$ cat src/rtl/cr_ahbl_req_arb.sv
// cr_ahbl_req_arb: IFU/LSU request arbiter in front of the AHB-Lite
// interface unit; owns the single outstanding data phase and its routing.
module cr_ahbl_req_arb #(
  parameter int DATA_WIDTH = 32,
  parameter bit RR_EN      = 1'b1
) (
  input  logic                  ahbl_gated_clk,
  input  logic                  cpurst_b,
  input  logic                  ifu_req,
  input  logic [DATA_WIDTH-1:0] ifu_addr,
  input  logic [3:0]            ifu_prot,
  input  logic                  ifu_vec,
  output logic                  ifu_grnt,
  output logic                  ifu_data_vld,
  output logic                  ifu_acc_err,
  input  logic                  lsu_req,
  input  logic [DATA_WIDTH-1:0] lsu_addr,
  input  logic                  lsu_write,
  input  logic [1:0]            lsu_size,
  input  logic [3:0]            lsu_prot,
  input  logic [DATA_WIDTH-1:0] lsu_wdata,
  output logic                  lsu_grnt,
  output logic                  lsu_trans_cmplt,
  output logic                  lsu_data_vld,
  output logic                  lsu_acc_err,
  output logic [DATA_WIDTH-1:0] bus_rdata,
  output logic                  cpu_req,
  output logic [DATA_WIDTH-1:0] cpu_addr,
  output logic                  cpu_write,
  output logic [1:0]            cpu_size,
  output logic [3:0]            cpu_prot,
  output logic                  cpu_vec_redirect,
  output logic [DATA_WIDTH-1:0] cpu_wr_data,
  input  logic                  cpu_req_grnt,
  input  logic                  cpu_trans_cmplt,
  input  logic                  cpu_data_vld,
  input  logic                  cpu_acc_err,
  input  logic [DATA_WIDTH-1:0] cpu_rdata,
  output logic                  arb_idle
);

  logic                  sel_lock_q, sel_lock_d;
  logic                  lock_owner_q, lock_owner_d;
  logic                  rr_last_q, rr_last_d;
  logic                  dp_vld_q, dp_vld_d;
  logic                  dp_owner_q, dp_owner_d;
  logic [DATA_WIDTH-1:0] wdata_q, wdata_d;
  logic                  sel;
  logic                  grant;

  // sel: 0 = IFU, 1 = LSU
  always_comb begin
    sel = 1'b0;
    if (sel_lock_q) begin
      sel = lock_owner_q;
    end else if (ifu_req && lsu_req) begin
      sel = RR_EN ? ~rr_last_q : 1'b1;
    end else begin
      sel = lsu_req;
    end
  end

  assign cpu_req = sel ? lsu_req : ifu_req;
  assign grant   = cpu_req_grnt;

  always_comb begin
    cpu_addr         = '0;
    cpu_write        = 1'b0;
    cpu_size         = 2'd0;
    cpu_prot         = 4'd0;
    cpu_vec_redirect = 1'b0;
    if (cpu_req) begin
      if (sel) begin
        cpu_addr  = lsu_addr;
        cpu_write = lsu_write;
        cpu_size  = lsu_size;
        cpu_prot  = lsu_prot;
      end else begin
        cpu_addr         = ifu_addr;
        cpu_size         = 2'd2;
        cpu_prot         = ifu_prot;
        cpu_vec_redirect = ifu_vec;
      end
    end
  end

  assign ifu_grnt = grant & ~sel;
  assign lsu_grnt = grant & sel;

  always_comb begin
    sel_lock_d   = cpu_req & ~grant;
    lock_owner_d = lock_owner_q;
    rr_last_d    = rr_last_q;
    dp_vld_d     = dp_vld_q;
    dp_owner_d   = dp_owner_q;
    wdata_d      = wdata_q;
    if (cpu_req && !grant) begin
      lock_owner_d = sel;
    end
    // a grant in the completion cycle keeps the phase valid for the new owner
    if (grant) begin
      rr_last_d  = sel;
      dp_vld_d   = 1'b1;
      dp_owner_d = sel;
      if (sel && lsu_write) begin
        wdata_d = lsu_wdata;
      end
    end else if (cpu_trans_cmplt) begin
      dp_vld_d = 1'b0;
    end
  end

  always_ff @(posedge ahbl_gated_clk or negedge cpurst_b) begin
    if (!cpurst_b) begin
      sel_lock_q   <= 1'b0;
      lock_owner_q <= 1'b0;
      rr_last_q    <= 1'b0;
      dp_vld_q     <= 1'b0;
      dp_owner_q   <= 1'b0;
      wdata_q      <= '0;
    end else begin
      sel_lock_q   <= sel_lock_d;
      lock_owner_q <= lock_owner_d;
      rr_last_q    <= rr_last_d;
      dp_vld_q     <= dp_vld_d;
      dp_owner_q   <= dp_owner_d;
      wdata_q      <= wdata_d;
    end
  end

  assign cpu_wr_data     = wdata_q;
  assign bus_rdata       = cpu_rdata;
  assign ifu_data_vld    = cpu_data_vld & dp_vld_q & ~dp_owner_q;
  assign ifu_acc_err     = cpu_acc_err & dp_vld_q & ~dp_owner_q;
  assign lsu_data_vld    = cpu_data_vld & dp_vld_q & dp_owner_q;
  assign lsu_acc_err     = cpu_acc_err & dp_vld_q & dp_owner_q;
  assign lsu_trans_cmplt = cpu_trans_cmplt & dp_vld_q & dp_owner_q;
  assign arb_idle        = ~ifu_req & ~lsu_req & ~dp_vld_q;

endmodule
$ cat config.mk
export PLATFORM = sky130hd
export DESIGN_NAME = cr_ahbl_req_arb
export DESIGN_NICKNAME = d
export VERILOG_FILES = /design/src/rtl/cr_ahbl_req_arb.sv
export SDC_FILE = /design/constraint.sdc
export NUM_CORES = 1
export LEC_CHECK = 0
export ABC_AREA = 1
export BUFFER_PORTS_ARGS = -buffer_cell sky130_fd_sc_hd__buf_2
export CAP_MARGIN = 10
export CORE_AREA = 2 2 102 104
export DETAILED_ROUTE_END_ITERATION = 10
export DIE_AREA = 0 0 104 106
export GPL_TIMING_DRIVEN = 0
export SLEW_MARGIN = 20
export SYNTH_ARGS = -nofsm -noshare
export SYNTH_HDL_FRONTEND = slang
export SYNTH_SLANG_ARGS = --single-unit
$ cat constraint.sdc
create_clock -name ahbl_gated_clk -period 1.3 [get_ports ahbl_gated_clk]
set_clock_uncertainty 0.15 [all_clocks]
set_input_delay 0.13 -clock ahbl_gated_clk [delete_from_list [all_inputs] [get_ports ahbl_gated_clk]]
set_output_delay 0.13 -clock ahbl_gated_clk [all_outputs]
set_load 0.005 [all_outputs]
==> impl_metrics.yaml <==
status:
  status: "complete, but fails checks"
  violations: "setup timing"
layout:
  nets: 842
  num_antenna_cells: 0
  post-route-cell-area_um2: 4722
  multi_input_combinational_cell_area_um2: 1086
  layout.core_utilization: 0.4722
  layout_cells_sized_above_1: 0.4705
  fillCellCount: 1009
  area_growth_syn_to_layout_pct: 85.00
  layout.cells.non_filler: 831
  seqCellArea_um2: 900.9
worst_setup_path:
  critPathLaunchType: "flop"
  worst-setup-path-type: "reg2out"
  worst_path_cell_trace: "nand2_2, or2_4, nand2_4, inv_8, clkbuf_16, nand2_1, inv_1, buf_2"
  crit_fanout: 12
  worst_path_dominant_cell_family: "simple AND/OR/NAND/NOR gates"
  crit_path_max_incr_delay_ns: 0.39
  crit_path_top_delay_cell: "dfrtp_1"
  worst-endpoint-arrival_ns: 1.57
  endpoint_kind: "output port"
  cp_num_buf_inv: 4
  reg2reg_slack_ns: -0.27
  worst-endpoint-required_ns: 1.02
route:
  firstDrtPassIters: 4
  iter_0_drt_violations: 107
  drc_errors: 0
  drt_wl_total_um: 10090
  detail-route-antenna-nets: 0
  detail_route.wl_per_cell_um: 12.14
  dr_total_vias: 3375
  viasPerCell: 4.061
sta:
  finalWorstSetupSlack_ns: -0.5550
  timing_worst_slew_pin_value_ns: 0.4975
  slew_violations: 0
  fmax_mhz: 539.1
  grt_setup_unrepaired: "yes"
  setup-violations-final: 81
  period_needed_ns: 1.855
  hold_slack_ns: 0.04448
  min_period_over_period: 1.427
  relSlewSlack: 0.6683
  hold_viol: 0
  setup-tns-final_ns: -29.89
synthesis:
  synthTopCellsByArea: "dfrtp_1 35%, nand2_1 27%, inv_1 11%, buf_4 11%, o21ai_1 6.3%"
  netlist_instances: 404
  synth_warnings: 0
  sequential_fraction_of_the_synthesis_area: 0.3529
  synth_cell_types: 19
  synth-seq-cells: 36
  synthesis.nets: 552
  synth_top_cell_by_area: "dfrtp_1"
  post_synth.cell_area_avg_um2: 6.318
  yosys.area.top_type_share: 0.3529
  mappedNetlistArea_um2: 2552
clock_network:
  root_buffer: "clkbuf_8"
  number_of_clock_sinks: 36
  clk_pin_slew_ns: 0.07
  clk-insertion-delay-late_ns: 0.29
  cts_buffer_depth: 2
  cts_tree: "yes"
  cts_made_buffers: 5
  h-tree-depth: 2
floorplanning:
  placement_rows: 37
  core_area_um2: 10000
  chipWidth_um: 104
  starting_density: 0.2553
  top_level_ports: 261
  die_area_um2: 11020
  die_y_um: 106
power:
  clock_power_share: 0.178
  switching_power_mw: 1.588
  comb_power_share: 0.471
  p_int_mw: 2.901
  power.leakage_nw: 3.116
  switching_share: 0.3538
  ir_worst_vdd_mv: 0.8862
  design_power_total_mw: 4.489
  power.density_cell_area_nw_per_um2: 950.7
  sequentialPowerShare: 0.352
placement:
  detailed_place.area_um2: 3891
  place.port_buffers: 228
  place_congestion: 0.8010
  dp_hpwl_um: 7347
  placedCellCount: 768
  post-place-ws_ns: -0.4216
global_route:
  grt_use_total: 0.1695
  globalRoute.totalOverflow: 0
  first_pass_grt_wire_length_um: 15290
  grt_max_degree: 37
  first_global_vias: 3245
  antenna_found_initial: 0
min_path:
  worstHoldPathType: "in2reg"
run:
  drv.max_cap_violation_count: 0
==> layout make-up <==
type | count | share of cell area
Sequential cell | 36 | 0.1908
Timing Repair Buffer | 281 | 0.3651
Inverter | 79 | 0.06492
Clock inverter | 3 | 0.003975
Clock buffer | 5 | 0.01457
Tap cell | 136 | 0.03604
Multi-Input combinational cell | 242 | 0.2300
Buffer | 49 | 0.09459
==> metal layers <==
metal	GRT usage	wire, um	vias up
li1	-	-	1724
met1	0.1872	3906	1476
met2	0.3205	5218	160
met3	0.04108	792	15
met4	0.05116	172	0
met5	0	0	-
==> cells in the final DEF, fill, tap and decap left out, types with 4 or more instances in the layout <==
cell	n
buf_2	227
nand2_1	179
inv_1	76
buf_4	39
dfrtp_1	36
dlygate4sd3_1	35
o21ai_1	32
buf_6	19
nor2_1	8
nand2_2	7
buf_8	5
clkbuf_8	5
nand3_4	4
==> Yosys cell counts <==
cell and n:
or2_1 1, nand2_1 186, buf_2 8, nand2_2 2, nand3_1 2, nand4_1 1, nand3_2 1, dfrtp_1 36
inv_1 77, buf_6 5, inv_2 1, nand3_4 1, nor2_1 9, nand2_4 1, buf_4 36, inv_4 1
o21ai_0 1, nor3_1 3, o21ai_1 32
==> state kept, by name (all words and copies together) (netlist names) <==
signal and count:
cpu_wr_data 32, dp_owner_q 1, dp_vld_q 1, lock_owner_q 1, sel_lock_q 1
==> path summary, 6_finish.rpt <==
kind / startpoint / to / depth (start not counted)
max: sel_lock_q / cpu_addr[21] / 8
min: cpu_req_grnt / dp_owner_q / 3
max reg2reg: dp_owner_q / cpu_wr_data[31] / 8
min reg2reg: cpu_wr_data[9] / cpu_wr_data[9] / 2
max in group asynchronous: cpurst_b / cpu_wr_data[19] / 2
min in group asynchronous: cpurst_b / cpu_wr_data[3] / 2
==> power by group through the flow <==
stage	clock network, mW	registers (mW)	logic [mW]
final	0.797	1.58	2.11
after global routing	0.874	1.61	2.36
after CTS	0.828	1.57	2.03
after detailed placement	0	1.59	1.81
after global placement	0	1.58	1.78
after floorplan	0	1.61	0.872
==> worst register-to-register path, stage by stage (launching register included) <==
cell and delay (ns):
dfrtp_1 0.38, nand2_1 0.11, nand3_4 0.09, nand2_4 0.12
buf_4 0.18, nand3_4 0.13, buf_6 0.17, nand2_1 0.05
o21ai_1 0.06
==> kinds of logic after synthesis <==
| family | share of synthesized area |
|---|---|
| simple gates | 0.3216 |
| buf+inv | 0.2608 |
| flops | 0.3529 |
| compound gates | 0.06470 |
==> timing repair <==
action / CTS / global route
resized for setup: 37 / 16
pin swaps: 7 / 6
hold buffers: 35 / 0
endpoints found under the setup margin: 82 / 89
cloned: 6 / 4
buffers inserted: 7 / 3
endpoints found under the hold margin: 70 / 0
(Power assumes the default switching activity.)
